[config.mk]
export PLATFORM = sky130hd
export DESIGN_NAME = serial_subtractor
export DESIGN_NICKNAME = d
export VERILOG_FILES = /design/src/rtl/serial_subtractor.sv
export SDC_FILE = /design/constraint.sdc
export NUM_CORES = 1
export LEC_CHECK = 0
export BUFFER_PORTS_ARGS = -buffer_cell sky130_fd_sc_hd__buf_2
export CAP_MARGIN = 20
export CORE_MARGIN = 2
export CORE_UTILIZATION = 55
export CTS_CLUSTER_DIAMETER = 60
export CTS_CLUSTER_SIZE = 30
export DETAILED_ROUTE_END_ITERATION = 12
export PLACE_DENSITY = 0.78
export SLEW_MARGIN = 20
export SYNTH_ARGS = -nofsm -noshare
export SYNTH_HDL_FRONTEND = slang
export SYNTH_SLANG_ARGS = --single-unit
[constraint.sdc]
create_clock -name clk -period 2.9 [get_ports clk]
set_input_delay 0.435 -clock clk [delete_from_list [all_inputs] [get_ports clk]]
set_output_delay 0.435 -clock clk [all_outputs]
set_load 0.01 [all_outputs]
[src/rtl/serial_subtractor.sv]
// ============================================================================
// Module   : serial_subtractor
// Brief    : Bit-serial unsigned subtractor, LSB first, valid/ready handshake.
//            Optional SERIAL_SUB_OVF_EN adds a two's-complement overflow port.
// Revision : 1.0 - initial release
// ============================================================================
`default_nettype none

module serial_subtractor #(
    parameter int WIDTH = 8
) (
    input  logic             clk,
    input  logic             rst,
    input  logic             in_valid,
    output logic             in_ready,
    input  logic [WIDTH-1:0] a,
    input  logic [WIDTH-1:0] b,
    output logic             out_valid,
    input  logic             out_ready,
    output logic [WIDTH-1:0] diff,
`ifdef SERIAL_SUB_OVF_EN
    output logic             ovf,
`endif
    output logic             borrow
);

    localparam int CW = (WIDTH > 1) ? $clog2(WIDTH) : 1;
    localparam logic [CW-1:0] C_LAST = CW'(WIDTH - 1);

    typedef enum logic [1:0] {
        IDLE = 2'd0,
        CALC = 2'd1,
        DONE = 2'd2
    } state_t;

    state_t           state_q;
    logic [WIDTH-1:0] a_q;
    logic [WIDTH-1:0] b_q;
    logic [WIDTH-1:0] diff_q;
    logic             br_q;
    logic [CW-1:0]    cnt_q;
    logic             in_ready_q;
    logic             out_valid_q;
    logic             bit_d;
    logic             br_d;
`ifdef SERIAL_SUB_OVF_EN
    logic             a_msb_q;
    logic             b_msb_q;
    logic             ovf_q;
`endif

    // One full-subtractor cell operating on the current operand LSBs.
    always_comb begin
        bit_d = a_q[0] ^ b_q[0] ^ br_q;
        br_d  = (~a_q[0] & b_q[0]) | (~(a_q[0] ^ b_q[0]) & br_q);
    end

    always_ff @(posedge clk) begin
        if (rst) begin
            state_q     <= IDLE;
            a_q         <= '0;
            b_q         <= '0;
            diff_q      <= '0;
            br_q        <= 1'b0;
            cnt_q       <= '0;
            in_ready_q  <= 1'b1;
            out_valid_q <= 1'b0;
`ifdef SERIAL_SUB_OVF_EN
            a_msb_q     <= 1'b0;
            b_msb_q     <= 1'b0;
            ovf_q       <= 1'b0;
`endif
        end else begin
            case (state_q)
                IDLE: begin
                    if (in_valid) begin
                        a_q        <= a;
                        b_q        <= b;
                        diff_q     <= '0;
                        br_q       <= 1'b0;
                        cnt_q      <= '0;
                        in_ready_q <= 1'b0;
                        state_q    <= CALC;
`ifdef SERIAL_SUB_OVF_EN
                        a_msb_q    <= a[WIDTH-1];
                        b_msb_q    <= b[WIDTH-1];
                        ovf_q      <= 1'b0;
`endif
                    end
                end
                CALC: begin
                    a_q    <= a_q >> 1;
                    b_q    <= b_q >> 1;
                    diff_q <= {bit_d, diff_q[WIDTH-1:1]};
                    br_q   <= br_d;
                    cnt_q  <= cnt_q + CW'(1);
                    if (cnt_q == C_LAST) begin
                        // The bit computed on this edge is the result MSB.
                        cnt_q       <= '0;
                        out_valid_q <= 1'b1;
                        state_q     <= DONE;
`ifdef SERIAL_SUB_OVF_EN
                        ovf_q       <= (a_msb_q ^ b_msb_q) & (bit_d ^ a_msb_q);
`endif
                    end
                end
                DONE: begin
                    if (out_ready) begin
                        out_valid_q <= 1'b0;
                        in_ready_q  <= 1'b1;
                        state_q     <= IDLE;
                    end
                end
                default: begin
                    state_q     <= IDLE;
                    in_ready_q  <= 1'b1;
                    out_valid_q <= 1'b0;
                end
            endcase
        end
    end

    assign in_ready  = in_ready_q;
    assign out_valid = out_valid_q;
    assign diff      = diff_q;
    assign borrow    = br_q;
`ifdef SERIAL_SUB_OVF_EN
    assign ovf       = ovf_q;
`endif

endmodule

`default_nettype wire
==> results_dict.tcl, run 1 <==
set metrics [dict create \
    rsz0062_at_grt "no" \
    synthCells 137 \
    synth_area_leaders "dfxtp_1 49%, a22oi_1 8.1%, nor2_1 7.2%, o221a_1 6.0%, a2111oi_1 3.8%" \
    finalSetupViolCount 0 \
    die_w_um 52.7 \
    tightest_slew_ns 0.730 \
    gp_congestion 0.709 \
    p_clk_share_pct 36.6 \
    postRouteWirelength_mm 2.57 \
    synth_compound_area_share_pct 25.2 \
    end_kind "register" \
    antenna_found_initial 0 \
    crit_required_ns 3.11 \
    fin_area_um2 1520 \
    synthXorXnorAreaFrac_pct 0 \
    ctsHoldBuffers 0 \
    first_pass_iters 4 \
    grt_pass1_wl_mm 4.23 \
    r2r.worst_path.cells 4 \
    rows 17 \
    drive_gt1_share_pct 24.7 \
    hold_viol_final 0 \
    p_seq_share_pct 52.3 \
    place_ws_ns 1.14 \
    yosys-top-cells-count "32 x dfxtp_1, 25 x nor2_1, 14 x a22oi_1" \
    p_leak_nw 0.651 \
    outcome "completed" \
    cts-buffers-inserted 5 \
    ios 31 \
    vias 1051 \
    p_sw_share_pct 24.4 \
    ys_warn_count 0 \
    cts.clk_slew.worst_paths_ns 0.10 \
    vias_per_cell 5.42 \
    power.switching_w 0.000223 \
    grt_usage_pct 21.9 \
    synth-main-ff-cell "dfxtp_1" \
    async_flop_share_pct 0 \
    intPower_w 0.000690 \
    synth_top_area_share_pct 49.1 \
    syn-num-nets 160 \
    worst-setup-path-type "register to register" \
    gr-total-overflow 0 \
    hold_depth 3 \
    die-height_um 52.7 \
    finalClockSkew_ns 0.00655 \
    synth_top_family_by_area "compound AO/OA/AOI/OAI gates" \
    combPwrFrac_pct 11.2 \
    grt_pass1_vias 1006 \
    max_slew_margin_pct 51.2 \
    start_kind "register" \
    finalCritPeriodShare_pct 61.8 \
    synth-edff-count 0 \
    fmax_mhz 558 \
    wl_per_cell_um 13.2 \
    max_cap_viol_count 0 \
    yosys.area_share.simple_pct 14.2 \
    ys_ff_latch 32 \
    tns_ns 0 \
    clockBufferDepth 2 \
    cts_tree "yes" \
    h-tree-depth 2 \
    syn_avg_cell_area_um2 9.52 \
    crit_fanout 15 \
    power_w 0.000913 \
    yosysSeqAreaShare_pct 49.1 \
    synthAdderAreaFrac_pct 3.45 \
    holdWs_ns 0.342 \
    finalWorstSetupSlack_ns 1.11 \
    drc 0 \
    cts_resized 0 \
    critPathArrivalTime_ns 2.01 \
    maxSlewViolCount 0 \
    yosysTopAreaCell "dfxtp_1" \
    cts_setup_buffers 0 \
    root_buffer "clkbuf_4" \
    min_period_ns 1.79 \
    dieArea_um2 2780 \
    synthMuxAreaShare_pct 0.768 \
    post-synth-top-count-cell "dfxtp_1" \
    syn_area_um2 1300 \
    hpwlAfterDp_mm 1.76 \
    core-area_um2 2230 \
    grt_max_degree 33 \
    synth_cell_types 24 \
    placed_area_um2 1450 \
    initial_core_util_pct 58.4 \
    placement.io_buffers 30 \
    clock_latency_ns 0.34 \
    clock_sinks 32 \
    area_delta_synth_final_pct 16.9 \
    min_path_type "primary input to register" \
    fin_nets 188 \
    vdd_drop_max_mv 0.355 \
    pwr_density_cell_nw_per_um2 599 \
    antennaDiodeCount 0 \
    ant_nets 0 \
    drtIter0Drc 14 \
]
==> power groups by stage <==
stage | clock, W | combinational, W | sequential, W
after floorplan | 0 | 0.0000752 | 0.000484
after global placement | 0 | 0.0000981 | 0.000486
after detailed placement | 0 | 0.000102 | 0.000487
after CTS | 0.000342 | 0.000103 | 0.000477
after global routing | 0.000359 | 0.000116 | 0.000480
final | 0.000334 | 0.000102 | 0.000477
==> worst paths after layout <==
check | slack [ns] | startpoint | endpoint
hold reg to reg | 0.47 | out_valid | out_valid
hold / removal | 0.34 | a[7] | a_q[7]
setup reg to reg | 1.11 | state_q[0] | a_q[6]
setup / recovery | 1.11 | state_q[0] | a_q[6]
==> critical path: stages, from the launching register on <==
cell	delay, ns
dfxtp_1	0.46
nor2b_1	0.64
buf_4	0.32
nor2b_1	0.18
a2111oi_2	0.06
==> state kept, by name, indices dropped and copies added (netlist names) <==
name,cells
a_q,8
b_q,8
borrow,1
cnt_q,3
diff,8
in_ready,1
out_valid,1
state_q,2
==> logic make-up (layout without fill, tap and decap cells) <==
logic type | Yosys count | in the layout
simple gates | 40 | 40
flops | 32 | 32
compound gates | 40 | 40
fa+ha+maj | 3 | 3
buf+inv | 21 | 50
mux | 1 | 1
==> through the flow <==
stage | util (%) | instances
after detailed placement | 64.8 | 186
after global placement | 64.8 | 186
after CTS | 68.2 | 194
after floorplan | - | 137
after global routing | 68.2 | 194
final | 68.2 | 194
==> layout by cell type, fill, tap and decap left out <==
cell	n
clkbuf_1	1
o221a_1	7
bufinv_16	1
nor3_1	1
nor3b_1	1
clkinv_2	1
dfxtp_1	32
inv_1	10
o21ai_0	1
buf_4	2
a2111oi_2	2
nor2_1	25
nand2b_1	2
clkbuf_4	5
o21a_1	1
a21oi_1	9
or3b_1	1
o21bai_1	1
buf_2	30
ha_1	2
nand2_1	2
a2111oi_1	5
a22oi_1	14
mux2i_1	1
fa_1	1
nor2b_1	8
==> routing by layer <==
layer | vias up | track usage [%] | share of wire (%)
li1 | 538 | - | -
met1 | 490 | 23.7 | 44
met5 | - | 0 | 0
met3 | 4 | 6.00 | 5.2
met2 | 19 | 37.1 | 49
met4 | 0 | 14.1 | 1.9
==> final cells by class <==
type                       count  area [µm²]
clock buffer                   6        41.3
clock inverter                 2        35.0
fill                         213         709
inverter                      10        37.5
multi-input combinational     84         569
sequential                    32         641
tap                           28        35.0
timing repair buffer          32         165
Note: power is estimated with default switching activity, not from simulation.
==> run 2: changes to the inputs <==
Settings changed: ABC_AREA set to 1, CORE_UTILIZATION 55 to 48, PLACE_DENSITY 0.78 to 0.7.
Clock period 2.9 ns to 1.5 ns, I/O delays scaled along.
==> results_dict.tcl, run 2 <==
set metrics [dict create \
    outcome "completed" \
    tightest_slew_ns 0.496 \
    grt_max_degree 17 \
    hpwlAfterDp_mm 1.90 \
    drc 0 \
    min_path_type "primary input to register" \
    crit_slowest_cell "o21ai_4" \
    ant_nets 0 \
    h-tree-depth 2 \
    grt_pass1_wl_mm 4.44 \
    antennaDiodeCount 0 \
    place_ws_ns 0.225 \
    core-area_um2 3030 \
    intPower_w 0.00124 \
    end_kind "register" \
    finalSetupViolCount 0 \
    grt_pass1_vias 1057 \
    ys_ff_latch 32 \
    start_kind "register" \
    placement.io_buffers 30 \
    rows 20 \
    vias 1341 \
    yosysSeqAreaShare_pct 42.0 \
    clock_latency_ns 0.34 \
    r2r.worst_path.cells 4 \
    syn_avg_cell_area_um2 6.63 \
    cts_tree "yes" \
    cts.clk_slew.worst_paths_ns 0.10 \
    finalClockSkew_ns 0.0149 \
    antenna_found_initial 0 \
    dieArea_um2 3640 \
    rsz0062_at_grt "no" \
    grt_usage_pct 16.7 \
    post-synth-top-count-cell "nand2_1" \
    initial_core_util_pct 50.3 \
    synth-main-ff-cell "dfxtp_1" \
    endpoint "cnt_q[2]" \
    pwr_density_cell_nw_per_um2 982 \
    ios 31 \
    drtIter0Drc 80 \
    p_seq_share_pct 53.6 \
    hold_start "b[7]" \
    finalWorstSetupSlack_ns 0.229 \
    p_sw_share_pct 28.1 \
    max_cap_viol_count 0 \
    critPathArrivalTime_ns 1.54 \
    vias_per_cell 4.37 \
    postLayoutCoreUtil_pct 57.9 \
    hold_viol_final 0 \
    async_flop_share_pct 0 \
    finalCritPeriodShare_pct 84.7 \
    p_leak_nw 0.905 \
    combPwrFrac_pct 16.6 \
    die_w_um 60.3 \
    tns_ns 0 \
    postRouteWirelength_mm 2.76 \
    max_slew_margin_pct 66.9 \
    p_clk_share_pct 29.8 \
    yosysTopAreaCell "dfxtp_1" \
    cts_resized 0 \
    cts-buffers-inserted 5 \
    synth-edff-count 0 \
    mostFrequentLayoutCells "91 x nand2_1, 36 x inv_1, 32 x dfxtp_1, 30 x a21oi_1, 30 x buf_2" \
    drive_gt1_share_pct 18.6 \
    root_buffer "clkbuf_4" \
    synth_area_leaders "dfxtp_1 42%, nand2_1 22%, a21oi_1 9.9%, inv_1 8.9%, nor2_1 4.2%" \
    final_common_cell "nand2_1" \
    ys_warn_count 0 \
    regToRegSetupSlack_ns 0.23 \
    maxSlewViolCount 0 \
    r2r_start "state_q[0]" \
    syn-num-nets 253 \
    clockBufferDepth 2 \
    crit_fanout 15 \
    syn_area_um2 1520 \
    power.switching_w 0.000484 \
    crit_required_ns 1.77 \
    area_delta_synth_final_pct 15.1 \
    die-height_um 60.3 \
    slowest_delay_ns 0.39 \
    min_period_ns 1.27 \
    ctsHoldBuffers 0 \
    crit_start "state_q[0]" \
    synth_top_area_share_pct 42.0 \
    gp_congestion 0.743 \
    synth_cell_types 17 \
    hold_depth 3 \
    holdWs_ns 0.174 \
    wl_per_cell_um 8.99 \
    clock_sinks 32 \
    worstPathCellList "o21ai_4 -> buf_4 -> nand2_1 -> a21oi_1" \
    fmax_mhz 787 \
    fin_nets 285 \
    first_pass_iters 4 \
    vdd_drop_max_mv 0.595 \
    cts_setup_buffers 0 \
    synthCells 230 \
    gr-total-overflow 0 \
    regToRegEndpoint "cnt_q[2]" \
    worst-setup-path-type "register to register" \
    yosys-top-cells-count "91 x nand2_1, 36 x inv_1, 32 x dfxtp_1" \
]
==> run 2: changes by cell type after synthesis, moves of 4 or more <==
cell	previous run	this run
nand2_1	2	91
o221a_1	7	0
a21oi_1	9	30
a22oi_1	14	0
buf_4	0	4
nor2b_1	8	0
nand3_1	0	4
nor2_1	25	17
a2111oi_1	5	0
buf_2	6	2
inv_1	10	36
==> run 2: critical path, delay by kind of cell (launching register included) <==
family                 cells  cell delay, ns
flip-flops                 1            0.38
buffers and inverters      1            0.25
AO/OA/AOI/OAI              2            0.51
AND/OR/NAND/NOR            1            0.06
==> run 2: through the flow <==
stage	instances	power, W	cell area (µm²)
final	307	0.00172	1750
after global routing	307	0.00185	1750
after CTS	307	0.00175	1750
after detailed placement	299	0.00123	1690
after global placement	299	0.00123	1690
after floorplan	230	0.00117	1520
==> run 2: layer usage <==
metal / GRT usage, % / share of wire, % / wire length (µm)
met2: 25.0 / 42 / 1170
met5: 0 / 0 / 0
met3: 6.40 / 5.2 / 144
met4: 7.62 / 1.9 / 52
met1: 21.5 / 50 / 1390
==> run 2: final cells by class <==
| cell class | count | area, µm² |
|---|---|---|
| fill | 315 | 1270 |
| multi-input combinational | 149 | 659 |
| sequential | 32 | 641 |
| timing repair buffer | 36 | 195 |
| inverter | 38 | 143 |
| tap | 44 | 55.1 |
| clock buffer | 6 | 51.3 |
| clock inverter | 2 | 10.0 |
==> run 2: worst min path at each step <==
| stage | to | slack [ns] |
|---|---|---|
| floorplan | state_q[0] | 0.37 |
| detailed placement | in_ready | 0.44 |
| global placement | in_ready | 0.43 |
| finish | b_q[7] | 0.17 |
| CTS | b_q[7] | 0.16 |
| global route | b_q[7] | 0.14 |
==> run 2: cells by family after synthesis <==
| kind of cell | count (synthesis) | share of synthesized area, % |
|---|---|---|
| AND/OR/NAND/NOR | 114 | 29.1 |
| buffers and inverters | 49 | 14.7 |
| AO/OA/AOI/OAI | 32 | 11.2 |
| flip-flops | 32 | 42.0 |
| adder cells (fa/ha/maj) | 3 | 2.96 |
==> run 2: power groups by stage <==
stage               registers, W  clock network, W  logic [W]
global placement        0.000942                 0   0.000286
detailed placement      0.000943                 0   0.000287
finish                  0.000923          0.000514   0.000285
CTS                     0.000924          0.000536   0.000289
global route            0.000929          0.000585   0.000333
floorplan               0.000939                 0   0.000228
